[src/rtl/mux_rr_arbiter4_if.sv]
// rtl/mux_rr_arbiter4_if.sv - requester/arbiter handshake bundle for one shared 32-bit resource port
interface mux_rr_arbiter4_if;
    logic [3:0] req;
    logic       done;
    logic [3:0] grant;
    logic [1:0] sel;
    logic       busy;
    logic       timeout;

    modport master (
        output req, done,
        input  grant, sel, busy, timeout
    );

    modport slave (
        input  req, done,
        output grant, sel, busy, timeout
    );
endinterface

[src/rtl/mux_rr_arbiter4.sv]
// rtl/mux_rr_arbiter4.sv - 4-way round-robin arbiter with hold timeout driving a 4:1 datapath mux select
module mux_rr_arbiter4 #(
    parameter int MAX_HOLD = 16,
    parameter int CNT_W    = 5
) (
    input  logic                 clk,
    input  logic                 rst,
    mux_rr_arbiter4_if.slave     bus
);

    typedef enum logic {IDLE, BUSY} state_t;

    // A zero MAX_HOLD never matches because the compare is also gated below.
    localparam logic [CNT_W-1:0] HOLD_LAST = (MAX_HOLD == 0) ? '0 : CNT_W'(MAX_HOLD - 1);

    state_t           state;
    logic [1:0]       ptr;
    logic [CNT_W-1:0] hold_cnt;
    logic [1:0]       win;
    logic [1:0]       cand;
    logic             found;
    logic             hold_expired;

    always_comb begin
        win   = ptr;
        cand  = ptr;
        found = 1'b0;
        for (int k = 0; k < 4; k++) begin
            cand = ptr + 2'(k);
            if (!found && bus.req[cand]) begin
                win   = cand;
                found = 1'b1;
            end
        end
    end

    assign hold_expired = (MAX_HOLD != 0) && (hold_cnt == HOLD_LAST);

    always_ff @(posedge clk) begin
        if (rst) begin
            state       <= IDLE;
            ptr         <= 2'd0;
            hold_cnt    <= '0;
            bus.grant   <= 4'b0000;
            bus.sel     <= 2'd0;
            bus.busy    <= 1'b0;
            bus.timeout <= 1'b0;
        end else begin
            bus.timeout <= 1'b0;
            case (state)
                IDLE: begin
                    if (found) begin
                        state     <= BUSY;
                        bus.grant <= 4'b0001 << win;
                        bus.sel   <= win;
                        bus.busy  <= 1'b1;
                        hold_cnt  <= '0;
                        ptr       <= win + 2'd1;
                    end
                end
                BUSY: begin
                    // sel is left alone on release so the mux never glitches while idle.
                    if (bus.done || !bus.req[bus.sel]) begin
                        state     <= IDLE;
                        bus.grant <= 4'b0000;
                        bus.busy  <= 1'b0;
                    end else if (hold_expired) begin
                        state       <= IDLE;
                        bus.grant   <= 4'b0000;
                        bus.busy    <= 1'b0;
                        bus.timeout <= 1'b1;
                    end else begin
                        hold_cnt <= hold_cnt + CNT_W'(1);
                    end
                end
                default: state <= IDLE;
            endcase
        end
    end

endmodule

[src/flat_wrapper.sv]
// flat-port wrapper written by rule: the top's interface ports become plain ports
module mux_rr_arbiter4_flat 
#(
    parameter int MAX_HOLD = 16,
    parameter int CNT_W    = 5
)
  (clk, rst, bus_req, bus_done, bus_grant, bus_sel, bus_busy, bus_timeout);
  mux_rr_arbiter4_if bus_i ();
  input  logic clk;
  input  logic rst;
  input wire logic [$bits(bus_i.req)-1:0] bus_req;
  input wire logic [$bits(bus_i.done)-1:0] bus_done;
  output wire logic [$bits(bus_i.grant)-1:0] bus_grant;
  output wire logic [$bits(bus_i.sel)-1:0] bus_sel;
  output wire logic [$bits(bus_i.busy)-1:0] bus_busy;
  output wire logic [$bits(bus_i.timeout)-1:0] bus_timeout;
  assign bus_i.req = bus_req;
  assign bus_i.done = bus_done;
  assign bus_grant = bus_i.grant;
  assign bus_sel = bus_i.sel;
  assign bus_busy = bus_i.busy;
  assign bus_timeout = bus_i.timeout;
  mux_rr_arbiter4 #(.MAX_HOLD(MAX_HOLD), .CNT_W(CNT_W)) u_core (.clk(clk), .rst(rst), .bus(bus_i));
endmodule
[config.mk]
export PLATFORM = sky130hd
export DESIGN_NAME = mux_rr_arbiter4_flat
export DESIGN_NICKNAME = d
export VERILOG_FILES = /design/src/rtl/mux_rr_arbiter4_if.sv /design/src/rtl/mux_rr_arbiter4.sv /design/src/flat_wrapper.sv
export SDC_FILE = /design/constraint.sdc
export NUM_CORES = 1
export LEC_CHECK = 0
export ABC_AREA = 1
export CAP_MARGIN = 20
export CORE_AREA = 2 2 49 51
export DETAILED_ROUTE_END_ITERATION = 10
export DIE_AREA = 0 0 51 53
export PLACE_DENSITY_LB_ADDON = 0.1
export SYNTH_ARGS = -nofsm -noshare
export SYNTH_HDL_FRONTEND = slang
export SYNTH_SLANG_ARGS = --single-unit
[constraint.sdc]
create_clock -name clk -period 2.6 [get_ports clk]
set_clock_uncertainty 0.2 [all_clocks]
set_input_delay 0.39 -clock clk [delete_from_list [all_inputs] [get_ports clk]]
set_output_delay 0.39 -clock clk [all_outputs]
set_load 0.02 [all_outputs]
==> summary.md <==
| Metric | Value |
|---|---|
| Clock transition at the registers of the reported paths | 90 ps |
| GRT overflow | 0 |
| FF+latch count, synth | 16 |
| RePlAce Congestion | 0.8334 |
| M1 wire length | approximately 1100 um |
| Sequential area share after synthesis | 0.2893 |
| Reg power frac | 0.289 |
| Ant. Diodes | 0 |
| Int Pwr | roughly 0.67 mW |
| Yosys cell types | 23 |
| Initial DRC count | 21 |
| Clk sink count | 16 |
| Routed vias/inst | 4.895 |
| Dpl hpwl | around 1700 um |
| Row count | 17 |
| Synthesized area per cell | 6.256 um^2 |
| Synth warn | 0 |
| Maxcap violations | 0 |
| Core ar. | 2148 um^2 |
| Arr. time, crit path | 2250 ps |
| I/O Pins | 15 |
| Vias after detailed routing | 1,072 |
| Combinational Power Share | 0.611 |
| Worst setup SP type | flip-flop |
| Slew @ Worst Pin | 359.8 ps |
| Period minus WS final | between 2000 and 2500 ps |
| Worst slew margin | 0.7598 |
| Initial antenna violation count | 0 |
| Root Driver | clkbuf_4 |
| CP endpoint kind | flip-flop |
| Slew Limit Fails | 0 |
| CP required | 2590 ps |
| Peak VDD IR | 0.6323 mV |
| Routed len/inst | 10.66 um |
| Setup repair bufs after CTS | 0 |
| Switch share | 0.4933 |
| RSZ-0062 raised after global routing | no |
| TritonCTS Buffers | 3 |
| I/O Buffers | 14 |
| Syn_nets | 190 |
| Post-Synthesis Cells | 177 |
| Die footprint | ~2700 um^2 |
| Die X | 51 um |
| Fill count | 210 |
| Gr usage total | 0.1981 |
| First-pass GRT wire length | 4084 um |
| Outcome | finished, final reports clean |
| TNS Setup | 0 ps |
| Number of global-route vias before repair | 943 |
| Nets | 206 |
| Area grow syn2layout | 15.82% |
| First-pass iteration count of the detailed router | 4 |
| Pin count of the biggest net entering global routing | 13 |
| LEAKAGE | 0.6178 nW |
| Worst min-delay path category | reg -> reg |
| Met2 wire len | 1100 um |
| Initial Utilization | 0.5154 |
| TritonCTS clock tree | yes |
| Max layer used | met4 |
| Fmax | 442.9 MHz |
| Post-route ant nets | 0 |
| Clock buffer depth | 2 |
| Met3 WL | 66 um |
| Netlist Area Pre-Place | 1107 um^2 |
| Share of layout cells above drive strength 1 | 0.08901 |
| CTS hold repair buffers | 0 |
| Hold Vio Cnt, Final | 0 |
| Final Cycle Share | 0.8684 |
| PD cells | 1037 nW/um^2 |
| Post_cts resized | 0 |
| Clock share of power | 0.101 |
| H-Tree Depth | 1 |
| Final setup viols | 0 |
| Final WS setup | 342.3 ps |
| Routed WL | ~2300 um |
| Clk_lat worst skew | 290 ps |
| Placement Setup Slack | 43.55 ps |
| CP Class | reg -> reg |
| Crit Path Max Fanout | 7 |
| Die Span Y | about 53 um |
| NetSw | approximately 0.66 mW |
| DRC Markers | 0 |
-- cells in the mapped netlist --
| master | instances | area share |
|---|---|---|
| nand2_1 | 64 | 0.22 |
| nand3_1 | 24 | 0.11 |
| inv_1 | 20 | 0.068 |
| dfxtp_1 | 16 | 0.29 |
| nor2_1 | 8 | 0.027 |
| o21ai_1 | 7 | 0.032 |
| ha_1 | 6 | 0.068 |
| nand2_2 | 6 | 0.034 |
| a21oi_1 | 5 | 0.023 |
| o21ai_0 | 3 | 0.014 |
| buf_6 | 2 | 0.020 |
| clkbuf_1 | 2 | 0.0068 |
| inv_2 | 2 | 0.0068 |
| nand3_2 | 2 | 0.018 |
| nand4_1 | 2 | 0.011 |
| buf_4 | 1 | 0.0068 |
| nand3b_1 | 1 | 0.0068 |
| nor2_4 | 1 | 0.010 |
| nor3_1 | 1 | 0.0045 |
| nor3b_1 | 1 | 0.0068 |
| o211ai_1 | 1 | 0.0068 |
| o21ai_2 | 1 | 0.0079 |
| xor2_1 | 1 | 0.0079 |
-- final timing paths --
kind	slack, ps	cells past startpoint	end	from
min reg2reg	260	2	u_core.bus.grant[0]$_SDFFE_PP0P_	u_core.bus.grant[0]$_SDFFE_PP0P_
max	340	10	u_core.ptr[1]$_SDFFE_PP0P_	u_core.ptr[1]$_SDFFE_PP0P_
min	260	2	u_core.bus.grant[0]$_SDFFE_PP0P_	u_core.bus.grant[0]$_SDFFE_PP0P_
max reg2reg	340	10	u_core.ptr[1]$_SDFFE_PP0P_	u_core.ptr[1]$_SDFFE_PP0P_
-- cell families (layout without fill, tap and decap cells) --
family	count (synthesis)	in the layout	synth area share
compound gates	17	17	0.08248
buf+inv	27	41	0.1085
fa+ha+maj	6	6	0.06779
simple gates	110	110	0.4441
xor+xnor	1	1	0.007911
flops	16	16	0.2893
-- power by group through the flow --
| stage | clock network [mW] | registers (mW) | logic [mW] |
|---|---|---|---|
| after global placement | 0 | 0.390 | 0.793 |
| after detailed placement | 0 | 0.389 | 0.807 |
| after global routing | 0.143 | 0.393 | 0.933 |
| after floorplan | 0 | 0.429 | 0.566 |
| after CTS | 0.134 | 0.385 | 0.817 |
| final | 0.134 | 0.384 | 0.812 |
-- worst max-delay path, stage by stage (launching register included) --
cell	delay, ps
dfxtp_1	480
inv_2	120
nand2_1	90
nand2_2	100
o21ai_0	260
nand3_2	140
o21ai_2	240
inv_1	100
ha_1	300
nand2_1	70
o21ai_1	60
-- final cells by class --
type	count	area [um^2]	share of cell area
tap	28	35.03	0.02732
timing repair buffer	16	155.1	0.1210
clock buffer	3	22.52	0.01756
sequential	16	320.3	0.2498
inverter	22	82.58	0.06439
multi-input combinational	134	666.9	0.5200
-- state kept, by name, indices dropped and copies added, names as in the netlist --
name                flops
u_core.state            1
u_core.hold_cnt         5
u_core.bus.sel          2
u_core.bus.grant        4
u_core.ptr              2
u_core.bus.timeout      1
u_core.bus.busy         1
-- layer usage --
metal,GRT usage,up-vias
met4,0.08108,0
met1,0.2465,457
met2,0.3442,17
li1,-,593
met5,0,-
met3,0.02542,5
-- metrics by stage --
stage | util | instance area [um^2] | power (mW) | hold WS, ps | cells
after floorplan | - | 1107 | 0.9952 | 273.3 | 177
after global placement | 0.5865 | 1260 | 1.183 | 250.6 | 216
after detailed placement | 0.5865 | 1260 | 1.197 | 250.5 | 216
after CTS | 0.5970 | 1282 | 1.335 | 267.5 | 219
after global routing | 0.5970 | 1282 | 1.469 | 289.0 | 219
final | 0.5970 | 1282 | 1.330 | 264.9 | 219
-- placed cells by master, fill, tap and decap left out, drive strengths merged --
master / count
nor2: 9
buf: 2
nand4: 2
dfxtp: 16
nand3b: 1
o211ai: 1
a21oi: 5
clkbuf: 3
nand2: 70
nor3b: 1
o21ai: 11
inv: 22
nor3: 1
clkdlybuf4s50: 14
xor2: 1
ha: 6
nand3: 26
No activity file was read; power rests on OpenSTA's default activity.
